[src/rtl/hazard_pkg.sv]
// Shared definitions for the RV32 hazard detection unit.
// Cause-bit positions, the x0 register index and the cause vector type.
package hazard_pkg;

    localparam int CAUSE_RAW = 0;
    localparam int CAUSE_LU  = 1;
    localparam int CAUSE_CTL = 2;

    localparam logic [4:0] REG_X0 = 5'd0;

    typedef logic [2:0] hz_cause_t;

endpackage

[src/rtl/hazard_reg_match.sv]
// Compares one pipeline destination register against both ID sources.
// x0 never matches, even when its write enable is high.
module hazard_reg_match
    import hazard_pkg::*;
#(
    parameter int REG_ADDR_W = 5
) (
    input  logic [REG_ADDR_W-1:0] i_rd,
    input  logic                  i_we,
    input  logic [REG_ADDR_W-1:0] i_rs1,
    input  logic [REG_ADDR_W-1:0] i_rs2,
    output logic                  o_hit
);

    logic w_nz;

    assign w_nz  = (i_rd != REG_ADDR_W'(REG_X0));
    assign o_hit = i_we && w_nz
                && ((i_rd == i_rs1) || (i_rd == i_rs2));

endmodule

[src/rtl/hazard_detection_unit.sv]
// Stall/bubble generation for the 5-stage pipeline plus cause/timeout regs.
// Optional macro HAZARD_PERF_EN adds three 32-bit stall performance counters.
module hazard_detection_unit
    import hazard_pkg::*;
#(
    parameter int REG_ADDR_W = 5,
    parameter int WB_BYPASS  = 0,
    parameter int MAX_STALL  = 16
) (
    input  logic                  clk,
    input  logic                  rst,
    input  logic [REG_ADDR_W-1:0] id_rs1,
    input  logic [REG_ADDR_W-1:0] id_rs2,
    input  logic [REG_ADDR_W-1:0] ex_rd,
    input  logic [REG_ADDR_W-1:0] mem_rd,
    input  logic [REG_ADDR_W-1:0] wb_rd,
    input  logic                  ex_reg_write,
    input  logic                  mem_reg_write,
    input  logic                  wb_reg_write,
    input  logic                  ex_mem_read,
    input  logic                  id_branch,
    input  logic                  id_jump,
    output logic                  stall,
    output logic                  bubble,
    output logic [2:0]            hazard_cause,
`ifdef HAZARD_PERF_EN
    output logic [31:0]           perf_stall_cycles,
    output logic [31:0]           perf_loaduse_cycles,
    output logic [31:0]           perf_ctrl_cycles,
`endif
    output logic                  stall_timeout
);

    localparam logic [7:0] MAX_STALL_C = 8'(MAX_STALL);
    localparam logic [7:0] RUN_SAT     = 8'hFF;

    logic      w_ex_hit;
    logic      w_mem_hit;
    logic      w_wb_hit;
    logic      w_wb_raw;
    logic      w_raw_hz;
    logic      w_lu_hz;
    logic      w_ctl_hz;
    logic      w_stall;
    hz_cause_t w_cause;
    logic [7:0] w_run_nxt;

    hz_cause_t  r_cause;
    logic [7:0] r_run;
    logic       r_timeout;

    hazard_reg_match #(.REG_ADDR_W(REG_ADDR_W)) u_ex_match (
        .i_rd  (ex_rd),
        .i_we  (ex_reg_write),
        .i_rs1 (id_rs1),
        .i_rs2 (id_rs2),
        .o_hit (w_ex_hit)
    );

    hazard_reg_match #(.REG_ADDR_W(REG_ADDR_W)) u_mem_match (
        .i_rd  (mem_rd),
        .i_we  (mem_reg_write),
        .i_rs1 (id_rs1),
        .i_rs2 (id_rs2),
        .o_hit (w_mem_hit)
    );

    hazard_reg_match #(.REG_ADDR_W(REG_ADDR_W)) u_wb_match (
        .i_rd  (wb_rd),
        .i_we  (wb_reg_write),
        .i_rs1 (id_rs1),
        .i_rs2 (id_rs2),
        .o_hit (w_wb_hit)
    );

    // A write-through register file already forwards the WB value.
    assign w_wb_raw = (WB_BYPASS == 0) ? w_wb_hit : 1'b0;
    assign w_raw_hz = w_ex_hit | w_mem_hit | w_wb_raw;

    // Load-use looks only at the load flag, not at ex_reg_write.
    assign w_lu_hz  = ex_mem_read
                   && (ex_rd != REG_ADDR_W'(REG_X0))
                   && ((ex_rd == id_rs1) || (ex_rd == id_rs2));

    assign w_ctl_hz = id_branch | id_jump;
    assign w_stall  = w_raw_hz | w_lu_hz | w_ctl_hz;

    assign stall         = w_stall;
    assign bubble        = w_stall;
    assign hazard_cause  = r_cause;
    assign stall_timeout = r_timeout;

    // Assemble the cause vector and the next stall-run length.
    always_comb begin
        w_cause            = '0;
        w_cause[CAUSE_RAW] = w_raw_hz;
        w_cause[CAUSE_LU]  = w_lu_hz;
        w_cause[CAUSE_CTL] = w_ctl_hz;
        w_run_nxt          = 8'd0;
        if (w_stall) begin
            w_run_nxt = (r_run == RUN_SAT) ? r_run : r_run + 8'd1;
        end
    end

    // Cause capture, stall-run counter and sticky runaway flag.
    always_ff @(posedge clk or posedge rst) begin
        if (rst) begin
            r_cause   <= '0;
            r_run     <= 8'd0;
            r_timeout <= 1'b0;
        end else begin
            r_cause   <= w_cause;
            r_run     <= w_run_nxt;
            if (w_run_nxt == MAX_STALL_C) begin
                r_timeout <= 1'b1;
            end
        end
    end

`ifdef HAZARD_PERF_EN
    logic [31:0] r_perf_stall;
    logic [31:0] r_perf_lu;
    logic [31:0] r_perf_ctl;

    assign perf_stall_cycles   = r_perf_stall;
    assign perf_loaduse_cycles = r_perf_lu;
    assign perf_ctrl_cycles    = r_perf_ctl;

    // Wrapping event counters for stall, load-use and control cycles.
    always_ff @(posedge clk or posedge rst) begin
        if (rst) begin
            r_perf_stall <= '0;
            r_perf_lu    <= '0;
            r_perf_ctl   <= '0;
        end else begin
            r_perf_stall <= r_perf_stall + 32'(w_stall);
            r_perf_lu    <= r_perf_lu + 32'(w_lu_hz);
            r_perf_ctl   <= r_perf_ctl + 32'(w_ctl_hz);
        end
    end
`endif

endmodule

[config.mk]
export PLATFORM = sky130hd
export DESIGN_NAME = hazard_detection_unit
export DESIGN_NICKNAME = d
export VERILOG_FILES = /design/src/rtl/hazard_pkg.sv /design/src/rtl/hazard_reg_match.sv /design/src/rtl/hazard_detection_unit.sv
export SDC_FILE = /design/constraint.sdc
export NUM_CORES = 1
export LEC_CHECK = 0
export CELL_PAD_IN_SITES_DETAIL_PLACEMENT = 1
export CELL_PAD_IN_SITES_GLOBAL_PLACEMENT = 2
export CORE_ASPECT_RATIO = 0.8
export CORE_MARGIN = 10
export CORE_UTILIZATION = 25
export CTS_CLUSTER_SIZE = 12
export DETAILED_ROUTE_END_ITERATION = 12
export HOLD_SLACK_MARGIN = 0.06
export PLACE_DENSITY_LB_ADDON = 0.1
export SYNTH_ARGS = -nofsm -noshare
export SYNTH_HDL_FRONTEND = slang
export SYNTH_SLANG_ARGS = --single-unit
export TNS_END_PERCENT = 10
[constraint.sdc]
create_clock -name clk -period 1.85 [get_ports clk]
set_input_delay 0.2775 -clock clk [delete_from_list [all_inputs] [get_ports clk]]
set_output_delay 0.2775 -clock clk [all_outputs]
set_load 0.03 [all_outputs]
==> results of run 1 <==
-- report_power, final --
| part | internal (mW) | switching, mW |
|---|---|---|
| Combinational | 0.242 | 0.243 |
| Clock | 0.143 | 0.0861 |
| Sequential | 0.309 | 0.0618 |
-- critical path, cell delays in order --
cell and delay, ps:
clkdlybuf4s15_1 250, xor2_1 200, nor3_2 230, a22oi_2 80, o221a_1 290, nand2_4 100, buf_6 130
-- cell families (layout without fill, tap and decap cells) --
group                      after synthesis  in the layout  share of synthesized area, %
and+or+nand+nor                         38             38                         18.90
xor gates and xnor gates                32             32                         26.29
muxes                                    3              3                         2.817
AOI/OAI and AO/OA                       26             26                         19.83
buffers and inverters                    5             68                         2.817
DFF                                     12             12                         28.17
adders and majority gates                1              1                         1.174
-- per-layer routing --
layer | vias to the layer above | GRT usage, % | wire, um
met5 | - | 0 | 0
met1 | 542 | 14.29 | 1847
met4 | 0 | 0.4615 | 0
met3 | 0 | 3.422 | 183
met2 | 32 | 17.83 | 1947
li1 | 548 | - | -
-- cell usage in the layout (no fill, tap or decap), types with 2 or more instances in the layout --
cell type,instances
clkbuf_8,3
nor2_1,10
nand3_1,3
xor2_1,18
clkdlybuf4s50_1,11
o21ai_4,2
xor2_2,5
a211oi_2,2
a22oi_2,2
buf_4,23
o21a_1,2
a31oi_1,3
and3_1,2
inv_1,2
nor3_2,4
xnor2_2,3
dlygate4sd2_1,2
or4_4,3
buf_2,5
nand4_1,2
clkdlybuf4s15_1,3
clkbuf_2,4
nand2_1,6
a21oi_1,6
mux2i_1,3
clkdlybuf4s15_2,7
xnor2_1,6
buf_6,8
dfrtp_1,12
-- worst max path at each step --
stage               from       end  slack [ps]
2_1_floorplan   wb_rd[0]     stall          20
3_3_place_gp   mem_rd[0]    bubble        -390
3_5_place_dp   id_rs1[3]  r_run[6]        -470
4_1_cts        mem_rd[3]    bubble          -9
5_1_grt         wb_rd[1]     stall         -60
6_report        wb_rd[1]     stall           9
-- registers in the layout, indices dropped and copies added (netlist names) --
register	cells
stall_timeout	1
r_run	8
hazard_cause	3
-- final cells by class --
class	instances	area, um^2
Fill cell	502	2301
Tap cell	57	71.32
Clock buffer	3	41.29
Timing Repair Buffer	63	544.3
Sequential cell	12	300.3
Inverter	2	7.507
Multi-Input combinational cell	100	885.9
-- timing repair --
item,CTS,global route
resized for setup,88,18
setup endpoints to repair,12,2
pin swaps,15,12
==> impl_metrics.ini, run 1 <==
[clocking]
post-cts-setup-buffer-count = 0
ctsRootBufferMaster = clkbuf_8
clk_pin_slew_ps = 50
clock-sinks = 12
clock_latency_ps = 230
cts_buffers = 3
cts_buffer_depth = 2
holdBufCountCts = 0
h-tree-depth = 1
tritoncts = built

[synth]
ys_types = 38
synth_edf_count = 0
avgSynthCellArea_um2 = 9.111
yosysWarnings = 0
synth.top_cell.area_share_pct = 28.17
ys_seq_elements = 12
syn-cell-area_mm2 = 0.001066
synthTopCellsByArea = dfrtp_1 (28%), xor2_1 (19%), xnor2_1 (7.4%)
syn_inst = 117
yosysTopAreaCell = dfrtp_1
synthArstFlopShare_pct = 100.0
synth_ff_type = dfrtp_1
syn-num-nets = 151
ys_seq_area_share_pct = 28.17
synth_most_common_cell = xor2_1
synth_common_cells = xor2_1 (23), dfrtp_1 (12), nor2_1 (10)

[placement]
dp_slack_ps = -473.5
dp_cells = 235
post_dp_cell_area_mm2 = 0.001704
dp_hpwl_um = 3358
portBuffers = 38
place.gp.congestion = 0.8042

[final_layout]
areaGrowthSynthToFinish_pct = 73.59
final_util_pct = 44.57
diodes = 0
final_cells = 237
post-route-cell-area_mm2 = 0.001851
drive_above_1_share_pct = 42.78
finalNetCount = 216

[worst_setup_path]
r2r-end = stall_timeout
crit_fanout = 3
crit_arrival_ps = 1560
regToRegStartpoint = r_run[1]
worstSetupStartpointType = input port
critPathRequiredTime_ps = 1570
cp-end-kind = primary output
worstSetupPathType = input port to primary output
r2r_setup_slack_ps = 280
reg2reg_depth = 5

[floorplan]
start_util_pct = 25.68
core_mm2 = 0.004151
row_count = 21
die_x_um = 93.01
num_io_pins = 39
die-area_mm2 = 0.007292
dieHeight_um = 78.41

[drt]
wire_per_inst_um = 16.78
vias = 1122
drtPass1Iterations = 4
drtIter0Drc = 50
drc = 0
drt-total-wl_um = 3978
ant_nets = 0
viasPerCell = 4.734

[timing]
whs_ps = 361.1
fmax_mhz = 543.1
setup_viol = 0
relSlewSlack_pct = 69.50
hold_viol = 0
tns_ps = 0
setup_slack_ps = 8.699
worstMarginPinSlew_ps = 457.0
final_max_slew_viol_count = 0
finalClockSkew_ps = 2.165
post-route-period-util_pct = 99.53
period_minus_slack_ps = 1841
rsz0062_at_grt = true

[grt]
grtUsageTotal_pct = 10.87
antenna_found_initial = 0
grt_overflow_total = 0
grt_pass1_vias = 1265
grt_pass1_wl_um = 6341
grt_max_degree = 13

[pwr]
leakage_nw = 0.7836
vdd_ir_drop_max_v = 0.0005799
cellPowerDensity_mw_per_mm2 = 585.7
total_power_mw = 1.084

[run_status]
run_status = complete, no violations

[hold_path]
hp-class = input port to asynchronous set/reset pin

[flow_run]
maxCapViolCount = 0
Power figures use the tool's default switching activity.
==> run 2, diff against run 1 <==
- CORE_ASPECT_RATIO: 0.8 -> default
- REMOVE_ABC_BUFFERS: default -> 1
==> run 2 against run 1 <==
Setup slack improved by 37 ps. Clock skew rose by 3.5 ps. Hold slack got worse by 0.88 ps. Total power rose by 2.7%. Count of clock-buffer cells in the layout rose by 1. Cell area fell by 3.0%.
==> impl_metrics.ini, run 2 (synthesized netlist as in run 1, its figures left out) <==
[run_status]
run_status = complete, no violations

[timing]
relSlewSlack_pct = 68.41
worstMarginPinSlew_ps = 473.4
final_max_slew_viol_count = 0
finalClockSkew_ps = 5.621
whs_ps = 360.3
post-route-period-util_pct = 97.52
setup_viol = 0
setup_slack_ps = 45.88
fmax_mhz = 554.3
period_minus_slack_ps = 1804
rsz0062_at_grt = true
hold_viol = 0
tns_ps = 0

[clocking]
clock_latency_ps = 240
cts_buffers = 3
ctsRootBufferMaster = clkbuf_8
clock-sinks = 12
tritoncts = built
h-tree-depth = 1
clk_pin_slew_ps = 50
cts_buffer_depth = 2

[drt]
wire_per_inst_um = 16.13
drc = 0
vias = 1106
ant_nets = 0
drtIter0Drc = 23
viasPerCell = 4.706
drt-total-wl_um = 3790
drtPass1Iterations = 3

[flow_run]
maxCapViolCount = 0

[pwr]
vdd_ir_drop_max_v = 0.0002053
leakage_nw = 0.7973
cellPowerDensity_mw_per_mm2 = 620.4

[worst_setup_path]
r2r_setup_slack_ps = 260
crit_arrival_ps = 1530
reg2reg_depth = 5
crit_fanout = 3
critPathLaunch = mem_rd[4]
regToRegStartpoint = r_run[0]
critPathRequiredTime_ps = 1570
r2r-end = stall_timeout
worstSetupStartpointType = input port
worstSetupPathType = input port to primary output
cp-end-kind = primary output

[final_layout]
final_cells = 235
final_cell_mix = buf_4 (27), xor2_1 (22), dfrtp_1 (12)
largest_reg_flops = 8
finalNetCount = 220
areaGrowthSynthToFinish_pct = 68.31
largest_register = r_run
final_util_pct = 44.22
diodes = 0
drive_above_1_share_pct = 41.62
final_common_cell = buf_4

[grt]
grt_pass1_wl_um = 6334
grtUsageTotal_pct = 10.53
grt_max_degree = 13
grt_overflow_total = 0
grt_pass1_vias = 1312
antenna_found_initial = 0

[floorplan]
core_mm2 = 0.004058
die_x_um = 85.30
die-area_mm2 = 0.007276
start_util_pct = 26.27
num_io_pins = 39
dieHeight_um = 85.30
row_count = 23

[placement]
place.gp.congestion = 0.7837
dp_hpwl_um = 3256
dp_cells = 226
dp_slack_ps = -386.1
portBuffers = 38

[hold_path]
hp-class = input port to asynchronous set/reset pin
==> run 2: cell type report <==
cell class	instances	area [um^2]
fill	474	2263
multi-input combinational	100	833.3
timing repair buffer	67	535.5
sequential	12	300.3
tap	50	62.56
clock buffer	4	55.05
inverter	2	7.507
==> run 2: layer usage <==
| metal | wire length (um) | part of all wire, % | vias to the layer above | track usage (%) |
|---|---|---|---|---|
| met2 | 1975 | 52 | 26 | 19.01 |
| met5 | 0 | 0 | - | 0 |
| met3 | 225 | 5.9 | 2 | 3.059 |
| li1 | - | - | 559 | - |
| met1 | 1554 | 41 | 519 | 11.02 |
| met4 | 34 | 0.90 | 0 | 4.491 |
==> run 2: what timing repair did <==
action                                 CTS  global route
endpoints found under the hold margin    0             0
setup endpoints to repair                6             2
pin swaps                               15            18
setup buffers                            5             1
resized for setup                       80            21
hold buffers                             0             0
==> run 2: worst max-delay path by stage <==
stage                        end  slack [ps]  cells past startpoint
after global routing       stall         -20                      6
after floorplan           bubble        -160                      4
after CTS                 bubble           5                      7
final                     bubble          50                      6
after global placement     stall        -370                      7
after detailed placement  bubble        -390                      6
==> run 2: critical path, cell delays in order <==
cell and delay (ps):
buf_6 100, or4_4 530, o21ai_4 140, o221a_1 240, nand2_2 90, buf_6 150
==> run 2: power by group <==
group,total (mW),switching (mW),internal [mW]
Combinational,0.454,0.222,0.231
Sequential,0.376,0.0679,0.308
Clock,0.283,0.0952,0.188
==> run 2: per-stage QoR <==
step / cell area (um^2) / total power, mW
floorplan: 1044 / 0.5896
global placement: 1662 / 0.7970
detailed placement: 1662 / 0.8154
CTS: 1800 / 1.124
global route: 1794 / 1.204
finish: 1794 / 1.113
==> run 3, diff against run 2 <==
- PLACE_DENSITY_LB_ADDON: 0.1 -> 0.15
==> run 3 against run 2 <==
Final cell count up 1.7%. Clock skew down 3.3 ps. Sequential power down 2%. Sequential share of layout area down 0.13 points. Sequential cell count unchanged. Hold slack better by 9.0 ps. Largest cell class unchanged. Highest routed layer unchanged.
==> impl_metrics.ini, run 3 (synthesized netlist as in run 1, its figures left out) <==
[run_status]
run_status = complete, no violations

[timing]
post-route-period-util_pct = 98.49
setup_viol = 0
setup_slack_ps = 27.96
whs_ps = 369.2
fmax_mhz = 548.8
relSlewSlack_pct = 65.92
final_max_slew_viol_count = 0
period_minus_slack_ps = 1822
finalClockSkew_ps = 2.286
worstMarginPinSlew_ps = 510.7
hold_viol = 0
rsz0062_at_grt = true

[worst_setup_path]
r2r_setup_slack_ps = 290
regToRegStartpoint = r_run[1]
crit_path_max_incr_delay_ps = 540
path_common_cell = buf_6
cp-end-kind = primary output
crit_chain = buf_6 -> or4_4 -> o21ai_4 -> o221a_1 -> nand2_2 -> buf_6
critPathRequiredTime_ps = 1570
reg2reg_depth = 6
crit_arrival_ps = 1540
crit_slowest_cell = or4_4
worstSetupStartpointType = input port
r2r-end = r_run[1]
crit_cells = 6
crit_fanout = 2
cp_top_family = simple AND/OR/NAND/NOR gates
path_buf_inv = 2
worstSetupPathType = input port to primary output

[flow_run]
maxCapViolCount = 0

[drt]
drt-total-wl_um = 3904
drtPass1Iterations = 4
viasPerCell = 4.749
drc = 0
vias = 1135
wire_per_inst_um = 16.33
drtIter0Drc = 36
ant_nets = 0

[final_layout]
largest_register = r_run
final_cell_mix = buf_4 (32), xor2_1 (20), dfrtp_1 (12)
final_util_pct = 44.56
final_common_cell = buf_4
nFillCells = 487
largest_reg_flops = 8
drive_above_1_share_pct = 43.39
areaGrowthSynthToFinish_pct = 69.60
diodes = 0
final_cells = 239
finalNetCount = 225

[placement]
place.gp.congestion = 0.7779
dp_hpwl_um = 3201
dp_cells = 225
dp_slack_ps = -394.7
portBuffers = 38

[floorplan]
die_x_um = 85.30
die-area_mm2 = 0.007276
core_mm2 = 0.004058
dieHeight_um = 85.30
num_io_pins = 39
row_count = 23
start_util_pct = 26.27

[clocking]
clk_pin_slew_ps = 50
clock_latency_ps = 240
holdBufCountCts = 0
clock-sinks = 12
cts_buffer_depth = 2
tritoncts = built
cts_buffers = 3
h-tree-depth = 1
ctsRootBufferMaster = clkbuf_8

[pwr]
leakage_nw = 0.8008
cellPowerDensity_mw_per_mm2 = 595.6
vdd_ir_drop_max_v = 0.0002799
total_power_mw = 1.077

[grt]
busiest_layer = met2
grt.met3_usage_pct = 3.728
grt_overflow_total = 0
grt_max_degree = 13
grtUsageTotal_pct = 11.03
use_met1_pct = 12.74
grt_pass1_wl_um = 6582
antenna_found_initial = 0
grt_pass1_vias = 1344
grtUsageMet2_pct = 18.73

[hold_path]
hp-class = input port to asynchronous set/reset pin
run 3: cell count changes in the layout (fill, tap and decap cells not counted), moves of 3 or more:
cell / change
dlygate4sd2_1: -3
buf_4: +5
clkdlybuf4s15_2: -3
clkdlybuf4s15_1: +3
run 3: area by class of cell:
cell class / instances / area [um^2] / area share [%]
Multi-Input combinational cell: 100 / 838.3 / 46.37
Timing Repair Buffer: 72 / 558.0 / 30.87
Sequential cell: 12 / 300.3 / 16.61
Tap cell: 50 / 62.56 / 3.460
Clock buffer: 3 / 41.29 / 2.284
Inverter: 2 / 7.507 / 0.4152
run 3: worst max-delay path by stage:
stage                        end  slack, ps      start
final                     bubble         30   wb_rd[2]
after global routing      bubble        -30   wb_rd[2]
after CTS                 bubble          1  id_rs2[4]
after detailed placement  bubble       -390  mem_rd[0]
after global placement     stall       -350   wb_rd[0]
after floorplan           bubble       -160   wb_rd[0]
run 3: metal layers:
| metal | vias up | routed length [um] |
|---|---|---|
| met3 | 4 | 200 |
| met5 | - | 0 |
| met1 | 535 | 1814 |
| met2 | 26 | 1840 |
| li1 | 570 | - |
| met4 | 0 | 49 |
run 3: worst register-to-register path, stage by stage (launching register included):
cell     delay (ps)
dfrtp_1         410
ha_1            260
nand3_1         170
nor2_1          180
buf_4           170
mux2i_1         180
a21oi_1          70
run 3: through the flow:
stage / area [um^2] / setup TNS [ps]
floorplan: 1044 / -311.9
global placement: 1654 / -2951
global route: 1808 / -57.48
finish: 1808 / 0
CTS: 1818 / 0
detailed placement: 1654 / -3455
run 3: what timing repair did:
action | in CTS | in global routing
setup buffers | 11 | 0
pin swaps | 18 | 15
setup endpoints to repair | 6 | 7
gates resized for setup | 75 | 30
run 3: report_power, final:
group / switching, mW / internal, mW / total, mW
logic: 0.230 / 0.242 / 0.472
clock network: 0.0931 / 0.143 / 0.236
registers: 0.0601 / 0.309 / 0.369
